<file path="config.mk">
export PLATFORM = sky130hd
export DESIGN_NAME = multicycle_ctrl_fsm
export DESIGN_NICKNAME = d
export VERILOG_FILES = /design/src/rtl/multicycle_ctrl_fsm.sv
export SDC_FILE = /design/constraint.sdc
export NUM_CORES = 1
export LEC_CHECK = 0
export ABC_AREA = 1
export BUFFER_PORTS_ARGS = -buffer_cell sky130_fd_sc_hd__buf_2
export CAP_MARGIN = 0
export CORE_MARGIN = 5
export CORE_UTILIZATION = 40
export CTS_CLUSTER_DIAMETER = 200
export DETAILED_ROUTE_END_ITERATION = 12
export PLACE_DENSITY = 0.68
export SYNTH_ARGS = -nofsm -noshare
export SYNTH_HDL_FRONTEND = slang
export SYNTH_SLANG_ARGS = --single-unit
</file>
<file path="constraint.sdc">
create_clock -name clk -period 1.31 [get_ports clk]
set_input_delay 0.1965 -clock clk [delete_from_list [all_inputs] [get_ports clk]]
set_output_delay 0.1965 -clock clk [all_outputs]
set_load 0.03 [all_outputs]
</file>
<file path="src/rtl/multicycle_ctrl_fsm.sv">
// ============================================================================
// Module   : multicycle_ctrl_fsm
// Purpose  : Multicycle control unit for the MiniMIPS subset. It sequences
//            FETCH/DECODE/EXEC/MEM/WB, drives the 22-bit control word, and
//            produces the PC write enable, instruction-done pulses, and the
//            halt and overflow-trap flags.
// Options  : OVFL_TRAP_EN - overflowing add/sub/addi results are suppressed
//            in WB_ALU and the FSM passes through a one-cycle TRAP state.
// Revision : 1.0 - initial release
// ============================================================================
`default_nettype none

module multicycle_ctrl_fsm #(
  parameter int CTRL_W = 22,
  parameter int ST_W   = 4
) (
  input  logic              clk,
  input  logic              reset,
  input  logic [5:0]        op,
  input  logic [5:0]        fn,
  input  logic              alu_zero,
  input  logic              ovfl,
  output logic [CTRL_W-1:0] ctrl_out,
  output logic              pc_en,
  output logic              instr_done,
  output logic              halted,
  output logic              ovfl_trap,
  output logic [ST_W-1:0]   state_dbg
);

  typedef enum logic [ST_W-1:0] {
    S_FETCH  = 4'd0,
    S_DECODE = 4'd1,
    S_EXEC_R = 4'd2,
    S_EXEC_I = 4'd3,
    S_WB_ALU = 4'd4,
    S_ADDR   = 4'd5,
    S_MEM_RD = 4'd6,
    S_MEM_WR = 4'd7,
    S_WB_MEM = 4'd8,
    S_BRANCH = 4'd9,
    S_JUMP   = 4'd10,
    S_TRAP   = 4'd11,
    S_HALT   = 4'd12
  } state_t;

  state_t state, state_nx;
  logic [5:0] op_q, fn_q;
  logic [CTRL_W-1:0] ctrl;

  // The instruction fields are captured as DECODE exits, so EXEC onward
  // decodes from stable copies even if the IR changes.
  always_ff @(posedge clk) begin
    if (reset) begin
      op_q <= 6'd0;
      fn_q <= 6'd0;
    end else if (state == S_DECODE) begin
      op_q <= op;
      fn_q <= fn;
    end
  end

`ifdef OVFL_TRAP_EN
  logic ovfl_q;
  logic arith_op;
  // Only add, sub, and addi are signed operations that can trap.
  assign arith_op = (state == S_EXEC_R && (fn_q == 6'h20 || fn_q == 6'h22)) ||
                    (state == S_EXEC_I && op_q == 6'h08);

  // The overflow flag is latched in the EXEC cycle and consumed by WB_ALU.
  always_ff @(posedge clk) begin
    if (reset) begin
      ovfl_q <= 1'b0;
    end else if (state == S_EXEC_R || state == S_EXEC_I) begin
      ovfl_q <= ovfl & arith_op;
    end
  end
`else
  logic ovfl_q;
  logic unused_ovfl;
  assign ovfl_q      = 1'b0;
  assign unused_ovfl = ovfl;
`endif

  // State register.
  always_ff @(posedge clk) begin
    if (reset) state <= S_FETCH;
    else       state <= state_nx;
  end

  // Next-state logic and Moore control-word decode.
  always_comb begin
    state_nx   = state;
    ctrl       = '0;
    instr_done = 1'b0;
    halted     = 1'b0;
    ovfl_trap  = 1'b0;
    case (state)
      S_FETCH: begin
        ctrl[11] = 1'b1;            // MEMREAD
        ctrl[10] = 1'b1;            // INSTWRITE
        ctrl[8]  = 1'b1;            // PCWRITE, PC <= PC + 4
        state_nx = S_DECODE;
      end
      S_DECODE: begin
        ctrl[5:4] = 2'b11;          // Z <= PC + (imm << 2), speculative branch target
        case (op)
          6'h00: begin
            case (fn)
              6'h20, 6'h22, 6'h24, 6'h25, 6'h26,
              6'h27, 6'h00, 6'h02, 6'h03: state_nx = S_EXEC_R;
              6'h08:                      state_nx = S_JUMP;
              default:                    state_nx = S_HALT;
            endcase
          end
          6'h08, 6'h0C, 6'h0D, 6'h0E: state_nx = S_EXEC_I;
          6'h23, 6'h2B:               state_nx = S_ADDR;
          6'h04, 6'h05:               state_nx = S_BRANCH;
          6'h02, 6'h03:               state_nx = S_JUMP;
          default:                    state_nx = S_HALT;
        endcase
      end
      S_EXEC_R: begin
        ctrl[7:6] = 2'b01;
        ctrl[5:4] = 2'b01;
        case (fn_q)
          6'h22:   ctrl[3:0] = 4'b0100;   // sub
          6'h24:   ctrl[3:0] = 4'b0001;   // and
          6'h25:   ctrl[3:0] = 4'b0101;   // or
          6'h26:   ctrl[3:0] = 4'b1001;   // xor
          6'h27:   ctrl[3:0] = 4'b1101;   // nor
          6'h00:   ctrl[3:0] = 4'b1010;   // sll
          6'h02:   ctrl[3:0] = 4'b0110;   // srl
          6'h03:   ctrl[3:0] = 4'b1110;   // sra
          default: ctrl[3:0] = 4'b0000;   // add
        endcase
        state_nx = S_WB_ALU;
      end
      S_EXEC_I: begin
        ctrl[7:6] = 2'b01;
        ctrl[5:4] = 2'b10;
        case (op_q)
          6'h0C:   ctrl[3:0] = 4'b0001;   // andi
          6'h0D:   ctrl[3:0] = 4'b0101;   // ori
          6'h0E:   ctrl[3:0] = 4'b1001;   // xori
          default: ctrl[3:0] = 4'b0000;   // addi
        endcase
        state_nx = S_WB_ALU;
      end
      S_WB_ALU: begin
        ctrl[14]    = ~ovfl_q;                          // REGWRITE
        ctrl[18:17] = 2'b01;                            // REGINSRC = Z
        ctrl[16:15] = (op_q == 6'h00) ? 2'b01 : 2'b00;  // rd for R-type, rt otherwise
        if (ovfl_q) begin
          state_nx = S_TRAP;
        end else begin
          instr_done = 1'b1;
          state_nx   = S_FETCH;
        end
      end
      S_ADDR: begin
        ctrl[7:6] = 2'b01;
        ctrl[5:4] = 2'b10;
        state_nx  = (op_q == 6'h2B) ? S_MEM_WR : S_MEM_RD;
      end
      S_MEM_RD: begin
        ctrl[13] = 1'b1;            // IORD
        ctrl[11] = 1'b1;            // MEMREAD
        state_nx = S_WB_MEM;
      end
      S_MEM_WR: begin
        ctrl[13]   = 1'b1;          // IORD
        ctrl[12]   = 1'b1;          // MEMWRITE
        instr_done = 1'b1;
        state_nx   = S_FETCH;
      end
      S_WB_MEM: begin
        ctrl[14]   = 1'b1;          // REGWRITE, rt <= mem data
        instr_done = 1'b1;
        state_nx   = S_FETCH;
      end
      S_BRANCH: begin
        ctrl[7:6]   = 2'b01;
        ctrl[5:4]   = 2'b01;
        ctrl[3:0]   = 4'b0100;      // subtract to compare rs, rt
        ctrl[9]     = 1'b1;         // PCWRITECOND
        ctrl[20:19] = 2'b01;        // PCSRC = Z (target from DECODE)
        ctrl[21]    = op_q[0];      // bne inverts the zero test
        instr_done  = 1'b1;
        state_nx    = S_FETCH;
      end
      S_JUMP: begin
        ctrl[8]     = 1'b1;
        ctrl[20:19] = (op_q == 6'h00) ? 2'b11 : 2'b10;  // jr takes X
        if (op_q == 6'h03) begin
          ctrl[14]    = 1'b1;       // jal links into $31
          ctrl[16:15] = 2'b10;
          ctrl[18:17] = 2'b10;
        end
        instr_done = 1'b1;
        state_nx   = S_FETCH;
      end
      S_TRAP: begin
`ifdef OVFL_TRAP_EN
        ovfl_trap = 1'b1;
`endif
        instr_done = 1'b1;
        state_nx   = S_FETCH;
      end
      S_HALT: begin
        halted   = 1'b1;
        state_nx = S_HALT;
      end
      default: state_nx = S_FETCH;
    endcase
  end

  assign ctrl_out  = ctrl;
  assign state_dbg = state;
  // Only combinational path: branch resolution uses the live zero flag.
  assign pc_en = ctrl[8] | (ctrl[9] & (alu_zero ^ ctrl[21]));

endmodule

`default_nettype wire
</file>
**Word-level counts from Yosys, hierarchy flattened**

Cells that the tools add are included.

- Flip-flop bits (word level): 16
- Latch bits: 0
- RAM bits: 0
- Memory bits (read-only): 0
- Logic and storage cells: 92
- Memories kept: 0

- Add/subtract/negate cells: 0
- Multipliers: 0
- Divide/modulo/power cells: 0
- Magnitude comparators: 0
- Eq/ne operators: 43
- Shift operators: 0
- Mux-type cells: 24
- Bitwise operators: 3
- Reductions and logical operators: 19

Operators by type and width:

| cell | count |
|---|---|
| 6-bit equality test (second input constant) | 14 |
| 6-bit by 4-bit equality test with 1-bit output (second input constant) | 8 |
| 6-bit by 2-bit equality test with 1-bit output (second input constant) | 7 |
| 4-bit case mux with 8 select lines | 1 |
| 6-bit zero test | 4 |
| 4-bit case mux with 3 select lines | 2 |
| 4-bit case mux with 6 select lines | 1 |
| 4-bit equality test (second input constant) | 5 |
| 4-bit case mux with 5 select lines | 1 |
| 2-bit OR reduction | 10 |
| 4-bit by 3-bit equality test with 1-bit output (second input constant) | 4 |
| 4-bit case mux with 2 select lines | 2 |
| 1-bit 2-to-1 mux | 13 |
| 6-bit by 3-bit equality test with 1-bit output (second input constant) | 2 |
| 9-bit OR reduction | 1 |
| 4-bit by 2-bit equality test with 1-bit output (second input constant) | 2 |
| 4-bit OR reduction | 2 |
| 2-bit case mux with 3 select lines | 1 |
| 6-bit OR reduction | 1 |
| 5-bit 2-to-1 mux | 1 |
| 4-bit by 1-bit equality test with 1-bit output (second input constant) | 1 |
| 4-bit zero test | 1 |
| 2-bit case mux with 2 select lines | 1 |
| 1-bit case mux with 2 select lines | 1 |
| 3 further kinds | 3 |

**Longest topological paths before layout**

- Word-level depth: 5
- Gate-level depth with buffers: 9
- Mapped depth without buffers: 9

**Worst setup path before layout**

No wires, ideal clock.

- Kind: register to output
- From: register state[3] (netlist: state_dbg[3])
- To: output ctrl_out[19]
- Arrival time: 2.041 ns
- Required time: 1.113 ns
- Setup slack: -0.927 ns
- Stages on the path, launching flop included: 7
- Cells stage by stage: dfxtp_1 inv_1 nor2_2 inv_1 nor2_2 inv_2 o21ai_0

- Longest elaborated chain between the ends: 2

Ends and longest elaborated chain:

| element | RTL line | text |
|---|---|---|
| start: declaration | 47 | `state_t state, state_nx;` |
| start signal: assignment | 88 | `else state <= state_nx;` |
| 4-bit equality test | 98 | `case (state)` |
| 2-bit case mux with 2 select lines (*) | 98 |  |
| end: declaration | 23 | `output logic [CTRL_W-1:0] ctrl_out,` |

Mark *: on every way between the ends. The rest lies on a longest branch, timed or not.

**Worst setup path in the final report**

- From: register state[1] (netlist: state_dbg[1])
- To: output ctrl_out[14]

- Longest elaborated chain between the ends: 3

Ends and longest elaborated chain:

| element | RTL line |
|---|---|
| 4-bit by 3-bit equality test with 1-bit output / 4-bit equality test (equally long branches) | 98 |
| 2-bit OR reduction (no source line) | - |
| 1-bit case mux with 2 select lines (*) | 98 |

Marked as above.

==> results.yml <==
synth:
  synth_seq_cells: 16
  yosys_warnings: 0
  synth_area_leaders: "dfxtp_1 27%, nor2_1 13%, nand2_1 13%"
  synthArstFlopShare_pct: 0
  yosysTopAreaCellShare_pct: 27.4
  synth_flop_cell: "dfxtp_1"
  yosysSeqAreaShare_pct: 27.4
  avgSynthCellArea_um2: 6.12
  synth_area_um2: 1170
  ys_types: 29
  syn_inst: 191
  synth-edff-count: 0
  yosys.area.top_type: "dfxtp_1"
power_and_ir_drop:
  power.internal_mw: 1.89
  p_sw_share_pct: 47.9
  power_frac_comb_pct: 69.2
  power_frac_clock_pct: 9.0
  power_density_nw_per_um2: 1640
  ir_drop_v: 0.00165
  switching_power_mw: 1.73
  sequentialPowerShare_pct: 21.8
  p_leak_nw: 1.03
  fin_total_pwr_mw: 3.62
die:
  dieHeight_um: 64.1
  fp-row-count: 19
  core-area_um2: 2780
  die-area_um2: 4110
  die_w_um: 64.1
  initial_core_util_pct: 42.1
  io_pins: 46
critical_path:
  cp_slowest_stage_delay_ns: 0.38
  crit_path_end_kind: "primary output"
  path_buf_inv: 4
  worstSetupPathType: "register to primary output"
  crit_chain: "inv_2, nor2_4, inv_4, nor2_4, inv_2, nor3_4, a211o_4, buf_6"
  arrival_ns: 1.58
  startpoint_type: "register"
  critPathSlowestCell: "dfxtp_4"
  critPathTopFamily: "simple AND/OR/NAND/NOR gates"
  critPathMaxFanout: 3
  crit_required_ns: 1.11
timing:
  holdWs_ns: 0.165
  worst_slack_ns: -0.470
  fin_setup_tns_ns: -11.40
  hold_violations: 0
  max_freq_mhz: 562
  fin_crit_ns: 1.78
  setup_viol: 40
  rsz0062_at_grt: "true"
  drv_slew: 0
  fin_skew_ns: 0.00557
  period_share_pct: 136
finish:
  final_common_cell: "buf_4"
  fin_area_um2: 2200
  layout_common_cells: "32 x buf_4, 30 x nand2_1, 25 x buf_6"
  nets: 285
  antenna_cells: 0
  synthToLayoutAreaGrowth_pct: 88.4
  drive_gt1_share_pct: 57.5
  final.fill_count: 184
placement:
  gp_congestion: 0.766
  dpl_cell_area_um2: 1720
  place_ws_ns: -0.172
  dp_hpwl_mm: 2.62
  port_buffers: 42
global_routing:
  overflow: 0
  grt_pass1_wl_mm: 6.44
  antenna_found_initial: 0
  grt_start_max_net_pins: 17
  grt.total_usage_pct: 19.4
  grt_pass1_vias: 1423
clocking:
  root_buffer: "clkbuf_4"
  clk_pin_slew_ns: 0.09
  cts_tree: "done"
  cts_buffer_depth: 2
  h-tree-depth: 1
  clock_sinks: 16
  numCtsBuffers: 3
  clkLatencyLatePin_ns: 0.29
worst_hold_path:
  min_path_type: "primary input to register"
outcome:
  violations: "negative setup slack"
  status: "finished with violations"
detailed_routing:
  wl_per_cell_um: 15.2
  met1Wirelength_mm: 1.83
  vias_per_cell: 5.15
  top_layer_used: "met4"
  route.vias.total: 1540
  wl_mm: 4.55
  drc: 0
  wl_met2_mm: 2.28
  met3WireLength_um: 252
  drt-pass1-iter-count: 5
  drtIter0Drc: 86
  drtAntennaViolNets: 0
flow_run:
  cap_viol_max_count: 0
==> per-stage QoR <==
step	utilization, %	instances
floorplan	-	192
global placement	61.8	286
detailed placement	61.8	286
CTS	73.3	297
global route	79.3	299
finish	79.3	299
==> area by class of cell <==
| class | instances | area (µm²) | area share (%) |
|---|---|---|---|
| Timing Repair Buffer | 79 | 694 | 31.5 |
| Inverter | 31 | 136 | 6.19 |
| Sequential cell | 16 | 338 | 15.3 |
| Clock buffer | 4 | 36.3 | 1.65 |
| Tap cell | 31 | 38.8 | 1.76 |
| Multi-Input combinational cell | 138 | 961 | 43.6 |
==> worst reg2reg max path: cells and delay by family, from the launching register on <==
kind / cells / cell delay [ns]
flops: 1 / 0.39
compound gates: 1 / 0.18
simple gates: 3 / 0.27
buf+inv: 6 / 0.64
==> cells by family after synthesis <==
group / synth area share (%)
xor gates and xnor gates: 0.749
and+or+nand+nor: 41.2
other: 0.321
AOI/OAI and AO/OA: 16.3
DFF: 27.4
buffers and inverters: 14.1
==> Yosys cell counts (2+ instances only) <==
cell and count:
nor2_2 3, o21ai_0 3, buf_4 4, nor3_1 5
inv_2 5, a211oi_1 9, nand4_1 4, a21oi_1 9
o211ai_1 2, dfxtp_1 16, nand3_1 10, nor2_1 41
nand2_1 39, inv_1 26
==> final timing paths <==
path / from / endpoint / slack [ns] / depth (start not counted)
setup / recovery: state_dbg[1]$_SDFF_PP0_ / ctrl_out[14] / -0.47 / 8
hold / removal: op[4] / op_q[4]$_SDFFE_PP0P_ / 0.17 / 3
setup reg to reg: state_dbg[0]$_SDFF_PP0_ / op_q[2]$_SDFFE_PP0P_ / -0.27 / 10
hold reg to reg: fn_q[3]$_SDFFE_PP0P_ / fn_q[3]$_SDFFE_PP0P_ / 0.50 / 2
==> flip-flops by register name (all words and copies together) (netlist names) <==
register,flops
fn_q,6
op_q,6
state_dbg,4
==> layer usage <==
metal | global-route usage, % | vias to the layer above
met1 | 23.4 | 682
met4 | 9.09 | 0
met2 | 33.2 | 70
met5 | 0 | -
met3 | 3.33 | 19
li1 | - | 769
==> power groups by stage <==
stage	sequential (mW)	combinational (mW)	clock, mW
after floorplan	0.791	1.12	0
after global placement	0.736	1.78	0
after detailed placement	0.739	1.80	0
after CTS	0.731	2.23	0.330
after global routing	0.804	2.64	0.361
final	0.790	2.51	0.325
==> repair_timing <==
action	in CTS	in global routing
gates cloned	1	0
buffers inserted	6	4
hold buffers	0	0
hold endpoints to repair	0	0
pin swaps	8	11
setup endpoints to repair	40	41
resized for setup	67	44
No activity file was read; power rests on OpenSTA's default activity.
